==> src/rtl/tpu_tile_sequencer.sv <==
// rtl/tpu_tile_sequencer.sv - tile sequencer for the weight-stationary systolic array
module tpu_tile_sequencer #(
   parameter int ADDRESSSIZE  = 10,
   parameter int MATRIX_SIZE  = 16,
   parameter int WEIGHT_PIPE  = 1,
   parameter int SA_LATENCY   = 2*MATRIX_SIZE,
   parameter int NUM_TILES_BW = 4
) (
   input  logic                    clk,
   input  logic                    rstn,
   input  logic                    start,
   input  logic                    abort,
   input  logic [ADDRESSSIZE-1:0]  num_rows,
   input  logic [NUM_TILES_BW-1:0] num_tiles,
   input  logic [ADDRESSSIZE-1:0]  ub_base,
   input  logic [ADDRESSSIZE-1:0]  res_base,
   output logic                    fifo_read_enable,
   output logic                    we_rl,
   output logic                    ub_rd,
   output logic [ADDRESSSIZE-1:0]  ub_addr,
   output logic                    res_we,
   output logic [ADDRESSSIZE-1:0]  res_addr,
   output logic                    busy,
   output logic                    done,
   output logic                    err
);

   // Phase counter must cover both the weight-load and the drain phases.
   localparam int CW = $clog2(SA_LATENCY + WEIGHT_PIPE + 3);
   localparam logic [CW-1:0] WL_LAST = CW'(WEIGHT_PIPE + 1);
   localparam logic [CW-1:0] DR_LAST = CW'(SA_LATENCY - 1);

   typedef enum logic [2:0] {S_IDLE, S_WLOAD, S_FEED, S_DRAIN, S_DONE} state_t;

   state_t                  r_state, w_state_nxt;
   logic [ADDRESSSIZE-1:0]  r_rows, r_ub_base, r_res_base, r_off, r_i, r_j;
   logic [NUM_TILES_BW-1:0] r_tiles, r_t;
   logic [CW-1:0]           r_cnt;
   logic [SA_LATENCY-1:0]   r_dl;
   logic                    r_err_pend, r_err, r_fre, r_we_rl, r_ub_rd, r_res_we, r_busy, r_done;
   logic [ADDRESSSIZE-1:0]  r_ub_addr, r_res_addr;

   logic w_abort, w_fre, w_we_rl, w_feed, w_done, w_err, w_busy, w_res_we;
   logic w_wl_last, w_feed_last, w_dr_last, w_last_tile;

   assign w_abort     = abort && (r_state != S_IDLE);
   assign w_wl_last   = (r_cnt == WL_LAST);
   assign w_feed_last = (r_i == r_rows - ADDRESSSIZE'(1));
   assign w_dr_last   = (r_cnt == DR_LAST);
   assign w_last_tile = (r_t == r_tiles - NUM_TILES_BW'(1));
   // The delay-line tap is the write strobe; an abort kills the in-flight row.
   assign w_res_we    = r_dl[SA_LATENCY-1] && !w_abort;

   // State register.
   always_ff @(posedge clk or negedge rstn) begin
      if (!rstn) r_state <= S_IDLE;
      else       r_state <= w_state_nxt;
   end

   // Next state and the strobe values to be registered at the coming edge.
   always_comb begin
      w_state_nxt = r_state;
      w_fre       = 1'b0;
      w_we_rl     = 1'b0;
      w_feed      = 1'b0;
      w_done      = 1'b0;
      w_err       = 1'b0;
      w_busy      = (r_state != S_IDLE);
      case (r_state)
         S_IDLE: begin
            if (start) begin
               if (num_rows == '0 || num_tiles == '0) w_err = 1'b1;
               else                                   w_state_nxt = S_WLOAD;
            end
         end
         S_WLOAD: begin
            w_fre   = (r_cnt == '0);
            w_we_rl = w_wl_last;
            if (w_wl_last) w_state_nxt = S_FEED;
         end
         S_FEED: begin
            w_feed = 1'b1;
            if (w_feed_last) w_state_nxt = S_DRAIN;
         end
         S_DRAIN: begin
            if (w_dr_last) w_state_nxt = w_last_tile ? S_DONE : S_WLOAD;
         end
         S_DONE: begin
            w_done      = 1'b1;
            w_state_nxt = S_IDLE;
         end
         default: w_state_nxt = S_IDLE;
      endcase
      if (w_abort) begin
         w_state_nxt = S_IDLE;
         w_fre       = 1'b0;
         w_we_rl     = 1'b0;
         w_feed      = 1'b0;
         w_done      = 1'b0;
      end
   end

   // Job registers, counters, delay line and registered outputs.
   always_ff @(posedge clk or negedge rstn) begin
      if (!rstn) begin
         r_rows     <= '0;
         r_tiles    <= '0;
         r_ub_base  <= '0;
         r_res_base <= '0;
         r_off      <= '0;
         r_i        <= '0;
         r_j        <= '0;
         r_t        <= '0;
         r_cnt      <= '0;
         r_dl       <= '0;
         r_err_pend <= 1'b0;
         r_err      <= 1'b0;
         r_fre      <= 1'b0;
         r_we_rl    <= 1'b0;
         r_ub_rd    <= 1'b0;
         r_res_we   <= 1'b0;
         r_busy     <= 1'b0;
         r_done     <= 1'b0;
         r_ub_addr  <= '0;
         r_res_addr <= '0;
      end else begin
         r_err_pend <= w_err;
         r_err      <= r_err_pend;
         r_fre      <= w_fre;
         r_we_rl    <= w_we_rl;
         r_ub_rd    <= w_feed;
         r_res_we   <= w_res_we;
         r_busy     <= w_busy;
         r_done     <= w_done;
         r_dl       <= w_abort ? '0 : {r_dl[SA_LATENCY-2:0], w_feed};
         if (w_feed) r_ub_addr <= r_ub_base + r_off + r_i;
         if (w_res_we) begin
            r_res_addr <= r_res_base + r_off + r_j;
            r_j        <= r_j + ADDRESSSIZE'(1);
         end
         case (r_state)
            S_IDLE: begin
               if (start) begin
                  r_rows     <= num_rows;
                  r_tiles    <= num_tiles;
                  r_ub_base  <= ub_base;
                  r_res_base <= res_base;
                  r_t        <= '0;
                  r_i        <= '0;
                  r_off      <= '0;
                  r_cnt      <= '0;
               end
            end
            S_WLOAD: begin
               r_cnt <= w_wl_last ? '0 : r_cnt + CW'(1);
               r_i   <= '0;
               r_j   <= '0;
            end
            S_FEED: begin
               r_i   <= r_i + ADDRESSSIZE'(1);
               r_cnt <= '0;
            end
            S_DRAIN: begin
               if (w_dr_last) begin
                  r_cnt <= '0;
                  r_t   <= r_t + NUM_TILES_BW'(1);
                  r_off <= r_off + r_rows;
               end else begin
                  r_cnt <= r_cnt + CW'(1);
               end
            end
            default: ;
         endcase
      end
   end

   assign fifo_read_enable = r_fre;
   assign we_rl            = r_we_rl;
   assign ub_rd            = r_ub_rd;
   assign ub_addr          = r_ub_addr;
   assign res_we           = r_res_we;
   assign res_addr         = r_res_addr;
   assign busy             = r_busy;
   assign done             = r_done;
   assign err              = r_err;

endmodule

==> config.mk <==
export PLATFORM = sky130hd
export DESIGN_NAME = tpu_tile_sequencer
export DESIGN_NICKNAME = d
export VERILOG_FILES = /design/src/rtl/tpu_tile_sequencer.sv
export SDC_FILE = /design/constraint.sdc
export NUM_CORES = 1
export LEC_CHECK = 0
export CAP_MARGIN = 20
export CORE_MARGIN = 2
export CORE_UTILIZATION = 50
export DETAILED_ROUTE_END_ITERATION = 8
export PLACE_DENSITY = 0.78
export REMOVE_ABC_BUFFERS = 1
export SLEW_MARGIN = 20
export SYNTH_ARGS = -nofsm -noshare
export SYNTH_HDL_FRONTEND = slang
export SYNTH_SLANG_ARGS = --single-unit
==> constraint.sdc <==
create_clock -name clk -period 7.66 [get_ports clk]
set_clock_uncertainty 0.15 [all_clocks]
set_input_delay 2.298 -clock clk [delete_from_list [all_inputs] [get_ports clk]]
set_output_delay 2.298 -clock clk [all_outputs]
set_load 0.02 [all_outputs]
Word level (Yosys, flattened, before mapping)
Index checks and enable logic that the tools add are counted.
Operators by class
  add/sub/neg operators: 11
  $mul: 0
  divide/modulo/power cells: 0
  magnitude comparators: 0
  equal/unequal tests: 15
  shift operators: 0
  multiplexer cells: 33
  bitwise logic cells: 0
  reductions and logical operators: 18
Operators with widths (number)
  $add A10 B10 Y10: 5
  $mux W10: 4
  $mux W32: 1
  $pmux W10 S3: 1
  $pmux W6 S4: 1
  $mux W3: 7
  $add A10 B1 Y10 const B: 2
  $pmux W10 S2: 1
  $mux W6: 3
  $ne A3 B3 Y1 const B: 5
  $pmux W3 S4: 1
  $mux W1: 11
  $eq A10 B10 Y1: 1
  $logic_not A10 Y1: 1
  $sub A10 B1 Y10 const B: 1
  $mux W4: 2
  $pmux W4 S2: 1
  $add A6 B1 Y6 const B: 1
  $eq A3 B2 Y1 const B: 2
  $eq A6 B2 Y1 const B: 1
  $eq A6 B5 Y1 const B: 1
  $logic_not A6 Y1: 1
  $reduce_and A2 Y1: 3
  $reduce_bool A3 Y1: 2
  15 further kinds: 18
Word-level totals
  register bits after elaboration: 137
  bits in latches: 0
  bits in writable memories: 0
  ROM bits: 0
  bits of input ports: 38
  output and inout bits: 27
  word-level logic and storage cells: 98
  memories: 0

Depth between registers and ports, before layout
Gate-level depths: netlist of the first run.
  depth after elaboration: 6
  depth in mapped cells: 13
  gate-level depth less buffers: 13

Least setup slack after synthesis of the first run
No wires, ideal clock.
  path type: input to register
  start: in start
  end: reg r_i[9]
  library setup time: 133 ps
  arrival: 3310 ps
  data required time: 7377 ps
  slack: 4067 ps
  stages on the path: 6
  path buffers: 0
  cell sequence: nor3_1 -> or2_2 -> nor3_1 -> nand4_1 -> xor2_1 -> nor2_1
Between the ends
  cells in the longest elaborated chain, start to end: 2
Ends and longest elaborated chain
  start, declared: RTL line 11  | input logic start,
  $ne A2 B2 Y1 (no source line)
  $reduce_and A2 Y1 (no source line)
  end signal, assigned: RTL line 160  | r_i <= r_i + ADDRESSSIZE'(1);
  end, declared: RTL line 36  | logic [ADDRESSSIZE-1:0] r_rows, r_ub_base, r_res_base, r_off, r_i, r_j;
Every way passes these cells.
A chain may end at the register's enable or synchronous reset.

Final worst setup path of the first run
Same ends and word-level chain as after synthesis.

==> results of run 1 <==
[cells by family after synthesis]
family / after synthesis / share of synthesized area, %
DFF: 136 / 47.9
xor gates and xnor gates: 56 / 6.91
AOI/OAI and AO/OA: 110 / 9.32
adders and majority gates: 54 / 11.7
muxes: 36 / 5.67
buffers and inverters: 52 / 3.01
and+or+nand+nor: 211 / 15.4
[routing by layer]
layer  track usage (%)  routed length [microns]  up-vias
met3              5.81                      750       13
met4              5.82                      142        0
met2              33.6                     7040      137
met1              27.3                     6320     2508
li1                  -                        -     2384
met5                 0                        0        -
[cell usage in the layout, fill, tap and decap left out, types with 3 or more instances in the layout]
cell / instances
a21o_1: 10
a21oi_1: 24
a31oi_1: 3
and2_1: 36
and3_1: 3
clkbuf_16: 17
clkdlybuf4s50_1: 63
clkinv_4: 4
clkinvlp_4: 3
dfrtp_1: 136
fa_1: 21
ha_1: 33
inv_1: 32
inv_6: 3
mux2_2: 34
nand2_1: 58
nand2b_1: 5
nand3_1: 24
nand4_1: 6
nor2_1: 35
nor2b_1: 5
nor3_1: 12
nor4_1: 6
o21ai_0: 45
o21bai_1: 3
o22ai_1: 4
o31ai_1: 4
or3_1: 6
xnor2_1: 32
xor2_1: 24
[critical path: stages]
cell	delay (ns)
clkdlybuf4s50_1	0.50
nor3_1	0.05
or2_2	0.40
nor3_1	0.50
nand4_1	0.18
xor2_1	0.17
nor2_1	0.06
[final cells by class]
type                    instances  share of cell area, %
clock buffers                  19                   5.33
clock inverters                13                   1.71
inverters                      33                   1.52
multi-input cells             467                   41.0
flip-flops and latches        136                   40.0
well taps                     180                   2.65
repair buffers                 66                   7.73
[per-stage QoR]
stage	setup slack, ns	hold slack (ns)	cells
3_3_place_gp	3.31	0.194	882
3_5_place_dp	3.23	0.197	882
4_1_cts	3.67	0.199	914
5_1_grt	3.54	0.208	914
6_report	3.64	0.199	914
2_1_floorplan	3.43	0.181	636
[worst max path at each step]
stage               start       endpoint  slack [ns]  depth (start not counted)
floorplan           start  r_res_base[0]        3.43                          2
global placement    start         r_i[9]        3.31                          7
detailed placement  start         r_i[9]        3.23                          7
CTS                 start         r_i[9]        3.67                          7
global route        start         r_i[9]        3.54                          7
finish              start         r_i[9]        3.64                          7
[power by group through the flow]
stage	Clock (mW)	Sequential [mW]	Combinational, mW
final	0.812	1.02	0.765
after detailed placement	0	1.03	0.759
after global routing	0.862	1.05	0.861
after global placement	0	1.03	0.725
after CTS	0.827	1.02	0.771
after floorplan	0	1.02	0.521
==> impl_results.md, run 1 <==
- Most frequent cell after synthesis: dfrtp_1
- Finished Core Util: 61.2%
- Hold EP: err
- Final instance area: 8500 sq um
- Critical Path End Type: register
- Core Box Area: 13900 sq um
- Initial Util: 51.2%
- Port bufs: 64
- Min Tclk post-route: roughly 4.0 ns
- Peak supply drop: 0.197 mV
- Reg-to-reg endpoint: ub_addr[9]
- Total of max-cap violations: 0
- # setup viols final: 0
- Cell Pwr Density: between 300 and 400 nW/um^2
- Fin crit share: 52.5%
- Post-synth top area cell: dfrtp_1
- Routed wire length: roughly 14000 microns
- Seq/Total Area, Yosys: 47.9%
- Final GP Congestion: 0.872
- Post-CTS Resized: 0
- RSZ-0062 raised after global routing: no
- Crit path max fanout: 12
- Outcome: completed
- Hold path depth: 0
- Gr ovfl total: 0
- Die Y: around 120 microns
- FFs w/ async S/R, synth: 100%
- Die Span X: 123 microns
- CP arrival: 4.16 ns
- Number of flip-flops in the largest register: 32
- Fill cells: ~1100
- CTS root buffer: clkbuf_16
- Clock tree buffer depth: 2
- Sequential Area: 3400 sq um
- Global router's overall resource usage: between 20% and 30%
- Crit Reg-Reg Startpoint: r_off[1]
- P_leak: 3.91 nW
- Synth top cells by count: dfrtp_1, nand2_1, o21ai_0
- Worst Hold Class: register to register
- Most flops, register: r_dl
- First-pass GRT wire length: 24200 microns
- Slew at the pin closest to its max-slew limit: just under 0.8 ns
- Clock transition at the registers of the reported paths: 0.06 ns
- Initial antenna violation count: 0
- Antenna-violating nets left: 0
- Clock power frac: 31.2%
- # diodes: 0
- # DRC: 0
- Hold Fails Final Rpt: 0
- Worst reg-to-reg setup slack: 4.42 ns
- Vias: approximately 5000
- Nets: about 810
- Synth top area share: around 48%
- Total CTS buffers: 17
- Clock Latency Late Sink: 0.43 ns
- Reg2reg path depth: 11
- Worst setup SP type: input pin
- Fmax: 0.249 GHz
- DRT Pass-1 Iters: 4
- DIE AREA: approximately 15000 sq um
- Rel. slew slack: between 40 and 50%
- Switching power: about 0.87 mW
- Combinational group share of total power: 29.4%
- Syn Std Cell Area: roughly 7100 sq um
- Post-synth top flop: dfrtp_1
- 1st-iter DRT viols: 315
- Post-CTS Setup Repair Bufs: 0
- Syn-to-layout area delta: 19.6%
- CTS hold repair buffers: 0
- Distinct cells, synth: 57
- CTS tree: done
- CP Class: input pin to register
- Cell row count: 43
- Final Power: 2.60 mW
- DP Area: 7900 sq um
- Area of the multi-input gates: 3490 sq um
- Vias in the first global route: 5086
- Layout cells sized above 1: 10.9%
- Hold path startpoint: r_err_pend
- Ports: 65
- Required @ worst endpoint: 7.80 ns
- Synth top area cells: dfrtp_1, fa_1, ha_1, mux2_2, xnor2_1
- Setup TNS: 0 ns
- Mapped Cells: ~660
- Via density per instance: about 5.5
- H-tree depth: 4
- Int Power: about 1.7 mW
- Hpwl dp: 10000 microns
- Seq pwr share: 39.4%
- Number of synthesized flops with an enable pin: 0
- Wire per inst: 15.6 microns
- Largest net degree at the start of global routing: 86
- Mapped Avg Cell Area: 10.8 sq um
- CTS sink cnt: between 100 and 150
- Yosys reg bits: around 140
- Slew Viols, Final: 0
- Synthesis Warnings: 0
- Switching part of the total: 33.6%
Power figures use the tool's default switching activity.
==> run 2: changes to the inputs <==
==> constraint.sdc (replaced) <==
create_clock -name clk -period 3.9 [get_ports clk]
set_clock_uncertainty 0.15 [all_clocks]
set_input_delay 1.17 -clock clk [delete_from_list [all_inputs] [get_ports clk]]
set_output_delay 1.17 -clock clk [all_outputs]
set_load 0.02 [all_outputs]
==> run 2 against run 1 <==
Highest routed layer unchanged. Global-route usage increased by 0.44 points. Largest power group unchanged. First-iteration DRC count up 11%. Routed wire length up 3.4%. Cell count increased by 0.33%.
==> impl_results.md, run 2 (synthesis gave the netlist of run 1 again) <==
- Post-Layout Cell Count: 917 (+0.33%)
- Wire per inst: 16.1 microns (+3.0%)
- Routed wire length: 14700 microns (+3.4%)
- # DRC: 0 (unchanged)
- Total of max-cap violations: 0 (unchanged)
- Area of the multi-input gates: 3490 sq um (unchanged)
- # setup viols final: 0 (unchanged)
- Slew at the pin closest to its max-slew limit: 0.740 ns (-0.0405 ns)
- Placed insts: 885 (+0.34%)
- Combinational group share of total power: 29.4% (about the same)
- CP Class: register to register
- Clock Latency Late Sink: 0.42 ns (about the same)
- Port bufs: 64 (unchanged)
- Clock transition at the registers of the reported paths: 0.06 ns (about the same)
- Reg2reg path depth: 11 (unchanged)
- Vias: 5032 (-0.20%)
- Worst setup SP type: register
- Die Span X: 123 microns (unchanged)
- Cell row count: 43 (unchanged)
- First-pass GRT wire length: 24500 microns (+1.3%)
- Syn-to-layout area delta: 20.3%
- Fin crit share: 82.2%
- Switching power: 1.75 mW (+100%)
- Fill cells: 1132 (+2.7%)
- Initial antenna violation count: 0 (unchanged)
- Sequential Area: 3400 sq um (unchanged)
- 1st-iter DRT viols: 350 (+11%)
- WP buf/inv: 1 (unchanged)
- Hpwl dp: 10300 microns (+2.3%)
- Layout cells sized above 1: 11.0% (+0.091 points)
- Most frequent cells in the layout: dfrtp_1, clkdlybuf4s50_1, nand2_1, o21ai_0, and2_1
- Clock power frac: 32.0% (+0.8 points)
- Most common cell after layout, fill and taps aside: dfrtp_1
- RSZ-0062 raised after global routing: no
- Vias in the first global route: 5033 (-1.0%)
- Number of flip-flops in the largest register: 32 (unchanged)
- Cell Pwr Density: 610 nW/um^2 (+99%)
- Top delay family on crit path: adder cells
- Largest net degree at the start of global routing: 55 (-36%)
- Total CTS buffers: 17 (unchanged)
- Via density per instance: 5.49 (-0.52%)
- Worst Hold Class: register to register
- Post-CTS Resized: 0 (unchanged)
- Gr ovfl total: 0 (unchanged)
- CTS tree: done
- Global router's overall resource usage: 21.1% (+0.44 points)
- Final Power: 5.21 mW (+100%)
- Peak supply drop: 0.493 mV (+150%)
- Setup TNS: 0 ns (unchanged)
- Crit-path cells: fa_1, ha_1, inv_1, fa_1, nor2b_1, o21ai_0, a21boi_0, o211a_1, o21ai_0, and3_1, o31ai_1
- Final hold slack: 0.214 ns (+0.0153 ns)
- Outcome: completed
- Core Box Area: 13900 sq um (unchanged)
- Most flops, register: r_dl
- Switching part of the total: 33.6% (about the same)
- Fmax: 0.312 GHz
- Critical Path End Type: register
- WP depth: 11 (+4)
- Initial Util: 51.2% (unchanged)
- P_leak: 3.94 nW (+0.62%)
- Hold Fails Final Rpt: 0 (unchanged)
- Nets: 816 (+0.37%)
- Final GP Congestion: 0.834 (-4.4%)
- CTS hold repair buffers: 0 (unchanged)
- # diodes: 0 (unchanged)
- Int Power: 3.46 mW (+100%)
- H-tree depth: 4 (unchanged)
- Ports: 65 (unchanged)
- CTS sink cnt: 136 (unchanged)
- DRT Pass-1 Iters: 5 (+1)
- Rel. slew slack: 50.7% (+2.7 points)
- Seq pwr share: 38.7% (-0.7 points)
- Die Y: 123 microns (unchanged)
- Clock tree buffer depth: 2 (unchanged)
- Required @ worst endpoint: 4.08 ns (-3.72 ns)
- Min Tclk post-route: 3.21 ns
- Critical-path top delay cell: fa_1
- DIE AREA: 15200 sq um (unchanged)
- Crit path max fanout: 5 (-7)
- Post-CTS Setup Repair Bufs: 0 (unchanged)
- CP arrival: 3.38 ns (-0.78 ns)
- Hold path depth: 0 (unchanged)
- Worst path max stage delay: 0.55 ns (+0.05 ns)
- CTS root buffer: clkbuf_16
- Slew Viols, Final: 0 (unchanged)
- Antenna-violating nets left: 0 (unchanged)
-- run 2: cell count changes in the layout (fill, tap and decap cells not counted), sizes merged --
cell,before,now
buf,3,6
clkbuf,19,20
clkinvlp,3,2
clkinv,6,4
bufinv,2,3
inv,35,36
-- run 2: metrics by stage --
stage	setup WS, ns	cell area [sq um]	util [%]
global route	0.422	8540	61.6
CTS	0.692	8540	61.6
floorplan	0.802	7020	-
global placement	0.670	7930	57.1
finish	0.695	8540	61.6
detailed placement	0.567	7930	57.1
-- run 2: routing by layer --
layer  part of all wire (%)  GRT usage (%)
met4                    2.0           8.17
met3                    4.0           4.15
met5                      0              0
met2                     49           35.0
met1                     45           27.5
-- run 2: area by class of cell --
class / count / area share [%]
sequential: 136 / 39.8
tap: 180 / 2.64
inverter: 33 / 1.51
clock buffer: 20 / 5.23
clock inverter: 12 / 1.95
timing repair buffer: 69 / 8.05
multi-input combinational: 467 / 40.8
-- run 2: final timing paths --
path | start | end | slack [ns]
worst max-delay path | r_off[1] | ub_addr[9] | 0.69
worst min-delay path | r_err_pend | err | 0.21
worst max register to register | r_off[1] | ub_addr[9] | 0.69
worst min register to register | r_err_pend | err | 0.21
max in group asynchronous | rstn | done | 2.06
min in group asynchronous | rstn | r_ub_base[9] | 0.64
-- run 2: worst register-to-register path, stage by stage (launching register included) --
cell and delay [ns]:
dfrtp_1 0.48, fa_1 0.55, ha_1 0.18, inv_1 0.06, fa_1 0.42, nor2b_1 0.12
o21ai_0 0.10, a21boi_0 0.37, o211a_1 0.19, o21ai_0 0.11, and3_1 0.20, o31ai_1 0.18
-- run 2: power by group through the flow --
stage | sequential (mW) | combinational, mW | clock, mW
floorplan | 2.00 | 1.02 | 0
global placement | 2.02 | 1.45 | 0
detailed placement | 2.03 | 1.51 | 0
CTS | 2.01 | 1.54 | 1.69
global route | 2.06 | 1.71 | 1.75
finish | 2.01 | 1.53 | 1.67
